### config.mk
export PLATFORM = sky130hd
export DESIGN_NAME = ber_accumulator
export DESIGN_NICKNAME = d
export VERILOG_FILES = /design/src/rtl/ber_accumulator.sv
export SDC_FILE = /design/constraint.sdc
export NUM_CORES = 1
export LEC_CHECK = 0
export CAP_MARGIN = 20
export CORE_ASPECT_RATIO = 0.7
export CORE_MARGIN = 2
export CORE_UTILIZATION = 50
export CTS_CLUSTER_DIAMETER = 30
export DETAILED_ROUTE_END_ITERATION = 10
export DONT_BUFFER_PORTS = 1
export PLACE_DENSITY = 0.67
export SKIP_LAST_GASP = 1
export SYNTH_ARGS = -nofsm -noshare
export SYNTH_HDL_FRONTEND = slang
export SYNTH_SLANG_ARGS = --single-unit
export TNS_END_PERCENT = 30
### constraint.sdc
create_clock -name clk -period 7.5 [get_ports clk]
set_clock_uncertainty 0.15 [all_clocks]
set_input_delay 0.75 -clock clk [delete_from_list [all_inputs] [get_ports clk]]
set_output_delay 0.75 -clock clk [all_outputs]
set_load 0.02 [all_outputs]
### src/rtl/ber_accumulator.sv
// Bit-error-rate accumulator: counts bits, words and bit errors from a PRBS checker
// over a start/stop or fixed-length window, tracking lock drops along the way.
module ber_accumulator #(
  parameter int WIDTH = 8,
  parameter int CNT_W = 48,
  parameter int ERR_W = 32
) (
  input  logic             clk,
  input  logic             reset,
  input  logic             en,
  input  logic             lock,
  input  logic [WIDTH:0]   err_num,
  input  logic             start,
  input  logic             stop,
  input  logic [CNT_W-1:0] window_words,
  output logic [1:0]       state,
  output logic [CNT_W-1:0] bit_cnt,
  output logic [CNT_W-1:0] word_cnt,
  output logic [ERR_W-1:0] err_cnt,
  output logic [15:0]      lock_loss_cnt,
  output logic             done,
  output logic             err_sat
);

  // state     | meaning
  // IDLE      | waiting for start
  // WAIT_LOCK | armed, waiting for checker lock; nothing counted
  // MEASURE   | counting qualifying words
  // DONE      | window/stop reached, counters frozen
  typedef enum logic [1:0] {
    IDLE      = 2'd0,
    WAIT_LOCK = 2'd1,
    MEASURE   = 2'd2,
    DONE      = 2'd3
  } state_t;

  localparam int SW = ((ERR_W > WIDTH + 1) ? ERR_W : WIDTH + 1) + 1;

  state_t             state_q, state_d;
  logic [CNT_W-1:0]   bit_q, word_q;
  logic [ERR_W-1:0]   err_q;
  logic [15:0]        loss_q;
  logic               done_q, sat_q;

  logic               clear, count, lost;
  logic [CNT_W:0]     bit_sum, word_sum;
  logic [CNT_W-1:0]   bit_inc, word_inc;
  logic [WIDTH:0]     err_clamp;
  logic [SW-1:0]      err_sum;
  logic               err_ovf;
  logic [ERR_W-1:0]   err_inc;

  // Saturating next values; computed wide so overflow is visible as a carry.
  always_comb begin
    bit_sum   = {1'b0, bit_q} + (CNT_W + 1)'(WIDTH);
    word_sum  = {1'b0, word_q} + (CNT_W + 1)'(1);
    bit_inc   = bit_sum[CNT_W] ? '1 : bit_sum[CNT_W-1:0];
    word_inc  = word_sum[CNT_W] ? '1 : word_sum[CNT_W-1:0];
    err_clamp = (err_num > (WIDTH + 1)'(WIDTH)) ? (WIDTH + 1)'(WIDTH) : err_num;
    err_sum   = SW'(err_q) + SW'(err_clamp);
    err_ovf   = err_sum > SW'({ERR_W{1'b1}});
    err_inc   = err_ovf ? '1 : err_sum[ERR_W-1:0];
  end

  always_comb begin
    state_d = state_q;
    clear   = 1'b0;
    count   = 1'b0;
    lost    = 1'b0;
    case (state_q)
      IDLE: begin
        if (start) begin
          clear   = 1'b1;
          state_d = WAIT_LOCK;
        end
      end
      WAIT_LOCK: begin
        if (start) begin
          clear   = 1'b1;
          state_d = WAIT_LOCK;
        end else if (stop) begin
          state_d = DONE;
        end else if (lock) begin
          state_d = MEASURE;
        end
      end
      MEASURE: begin
        if (start) begin
          clear   = 1'b1;
          state_d = WAIT_LOCK;
        end else begin
          count = en & lock;
          lost  = ~lock;
          if (stop) begin
            state_d = DONE;
          end else if (!lock) begin
            state_d = WAIT_LOCK;
          end else if (count && window_words != '0 && word_inc == window_words) begin
            state_d = DONE;
          end
        end
      end
      DONE: begin
        if (start) begin
          clear   = 1'b1;
          state_d = WAIT_LOCK;
        end
      end
      default: state_d = IDLE;
    endcase
  end

  always_ff @(posedge clk) begin
    if (!reset) begin
      state_q <= IDLE;
      done_q  <= 1'b0;
      bit_q   <= '0;
      word_q  <= '0;
      err_q   <= '0;
      loss_q  <= '0;
      sat_q   <= 1'b0;
    end else begin
      state_q <= state_d;
      done_q  <= (state_d == DONE);
      if (clear) begin
        bit_q  <= '0;
        word_q <= '0;
        err_q  <= '0;
        loss_q <= '0;
        sat_q  <= 1'b0;
      end else begin
        if (count) begin
          bit_q  <= bit_inc;
          word_q <= word_inc;
          err_q  <= err_inc;
          if (err_ovf) sat_q <= 1'b1;
        end
        if (lost && loss_q != 16'hFFFF) loss_q <= loss_q + 16'd1;
      end
    end
  end

  assign state         = state_q;
  assign bit_cnt       = bit_q;
  assign word_cnt      = word_q;
  assign err_cnt       = err_q;
  assign lock_loss_cnt = loss_q;
  assign done          = done_q;
  assign err_sat       = sat_q;

endmodule

==> impl_metrics.json <==
{
  "ctsHtreeMaxLevel": 4,
  "die_h_um": 117,
  "cp_data_required_time_ns": 7.69,
  "antenna_cells": 0,
  "synth_flop_cell": "dfxtp_1",
  "seq_area_frac_synth": 0.318,
  "hold_path_class": "in2reg",
  "grt_max_degree": 84,
  "leakagePower_nw": 3.20,
  "drtAntennaViolNets": 0,
  "core_area_um2": 18000,
  "slew_viol_final": 0,
  "critPathMaxStageDelay_ns": 0.87,
  "final_nets": 1231,
  "gp_congestion": 1.06,
  "cts_setup_buffers": 0,
  "cts_hold_buf": 0,
  "crit_buf_inv": 0,
  "grt_use_met3": 0.140,
  "critPathMaxFanout": 18,
  "tightest_slew_ns": 1.04,
  "drcViolationCount": 0,
  "cts_tree": "done",
  "relSlewSlack": 0.300,
  "finalPower_mw": 1.66,
  "start_util": 0.510,
  "grt_pass1_wl_mm": 48.7,
  "antenna_found_initial": 0,
  "portBuffers": 0,
  "async_flop_share": 0,
  "cts.sinks": 146,
  "rows": 41,
  "ys_top_cells_by_area": "dfxtp_1, a21oi_1, xor2_1",
  "path_delay_family": "simple AND/OR/NAND/NOR gates",
  "vdd_ir_drop_max_uv": 126,
  "status": "complete, no violations",
  "synth_edf_count": 0,
  "clock_latency_ns": 0.42,
  "cpMostUsedCell": "nand4_1",
  "tns_ns": 0,
  "clk_pin_slew_ns": 0.07,
  "cp-start-kind": "register",
  "fin_crit_sh": 0.663,
  "dr_total_vias": 9098,
  "ys_ff_latch": 146,
  "cpMaxStageDelayCell": "nor3_1",
  "arrival_ns": 5.15,
  "hpwl_mm": 23.4,
  "synth_top_cell_by_area": "dfxtp_1",
  "grt_pass1_vias": 8095,
  "dieArea_um2": 19500,
  "first_pass_iters": 8,
  "drtIter0Drc": 1118,
  "syn_inst": 1182,
  "track_usage": 0.315,
  "power-per-cell-area_nw_per_um2": 168,
  "via_per_inst": 6.49,
  "worstSetupPathType": "reg2reg",
  "fmax_ghz": 0.201,
  "hold_viol": 0,
  "synth.top_cell.area_share": 0.318,
  "grtUsageMet1": 0.464,
  "fin_util": 0.548,
  "cts-root-buf": "clkbuf_16",
  "synthDistinctLibCells": 71,
  "cts_resized": 0,
  "ios": 211,
  "clockBufferDepth": 2,
  "wl_mm": 31.5,
  "finalSetupViolations": 0,
  "ys_warn_count": 0,
  "grt-ovfl-total": 0,
  "area_growth_syn_to_layout_pct": 7.59,
  "die_width_um": 166,
  "crit_chain": "ha_1, nand4_1, nor3_1, nand2_1, or2_1, and3_4, nor4_2, nand4_1, nor4_2, nand4_1, a41oi_2",
  "wl_per_cell_um": 22.5,
  "syn_avg_cell_area_um2": 7.76,
  "gr-usage-met2": 0.407,
  "cts_buffers": 17,
  "rsz0062_at_grt": "false",
  "grt-busiest-layer": "met1",
  "period_minus_slack_ns": 4.97,
  "synth_area_um2": 9180,
  "layout-drive-gt1-share": 0.0600,
  "cp-end-kind": "register",
  "cap_violations": 0
}
[layout make-up]
cell class,count,area (µm²)
fillers,1727,8130
clock buffers,17,425
clock inverters,15,138
multi-input cells,947,5900
inverters,30,113
repair buffers,11,82.6
well taps,236,295
flip-flops and latches,146,2920
[worst paths after layout]
check	startpoint	endpoint	slack, ns	cells after the start
max	word_cnt[0]	state[0]	2.53	11
min reg2reg	err_sat	err_sat	0.41	2
max reg2reg	word_cnt[0]	state[0]	2.53	11
min	lock	state[0]	0.30	1
[metrics by stage]
step / worst slack [ns] / instance area, µm² / hold slack (ns) / std cells
2_1_floorplan: 3.44 / 9190 / 0.372 / 1186
3_3_place_gp: 2.84 / 9300 / 0.388 / 1369
3_5_place_dp: 2.70 / 9310 / 0.395 / 1370
4_1_cts: 2.67 / 9870 / 0.286 / 1402
5_1_grt: 2.32 / 9870 / 0.284 / 1402
6_report: 2.53 / 9870 / 0.299 / 1402
[layer usage]
metal	routed length [µm]	vias up
met5	0	-
met4	615	0
met3	4300	47
met2	12100	513
met1	14500	4233
li1	-	4305
[logic make-up after synthesis]
| family | Yosys count | synth area share |
|---|---|---|
| compound gates | 285 | 0.196 |
| xor+xnor | 110 | 0.105 |
| fa+ha+maj | 15 | 0.0213 |
| buf+inv | 93 | 0.0427 |
| flops | 146 | 0.318 |
| mux | 15 | 0.0164 |
| other cells | 1 | 0.000409 |
| simple gates | 517 | 0.299 |
[cell usage in the layout (no fill, tap or decap), drive strengths merged, types with 19 or more instances in the layout]
| master | instances |
|---|---|
| nand2 | 100 |
| xor2 | 57 |
| xnor2 | 53 |
| nor2 | 106 |
| o21ai | 53 |
| a311oi | 30 |
| nor3 | 45 |
| a21oi | 111 |
| nor4 | 37 |
| nand3 | 69 |
| dfxtp | 146 |
| and3 | 35 |
| a31oi | 24 |
| inv | 39 |
| and2 | 19 |
| nand4 | 33 |
[report_power, final]
group	switching, mW	total [mW]	internal (mW)	leakage (nW)
clock	0.383	0.823	0.440	0.274
sequential	0.00460	0.781	0.776	1.18
combinational	0.0364	0.0586	0.0223	1.75
total	0.424	1.66	1.24	3.20
[state kept, by name, summed over array words and instances, names as in the netlist]
register and cells:
bit_cnt 46, state 2, lock_loss_cnt 16, done 1
word_cnt 48, err_sat 1, err_cnt 32
[synth_stat cells (all sizes together), types with 4 or more instances]
| cell type | number |
|---|---|
| nor3b | 5 |
| mux2i | 15 |
| a31oi | 24 |
| nand2 | 100 |
| nand2b | 10 |
| or4 | 8 |
| ha | 14 |
| xnor2 | 53 |
| clkbuf | 43 |
| and4 | 15 |
| nor2b | 6 |
| nor2 | 106 |
| a211oi | 9 |
| dfxtp | 146 |
| or3 | 14 |
| o211a | 5 |
| a311oi | 30 |
| o21ai | 53 |
| and2 | 19 |
| xor2 | 57 |
| and3 | 35 |
| nor4 | 37 |
| o22ai | 6 |
| nor3 | 45 |
| nand4 | 33 |
| or2 | 6 |
| inv | 30 |
| a21oi | 111 |
| a21o | 4 |
| buf | 20 |
| nand4b | 4 |
| o21a | 7 |
| nand3 | 69 |
No activity file was read; power rests on OpenSTA's default activity.
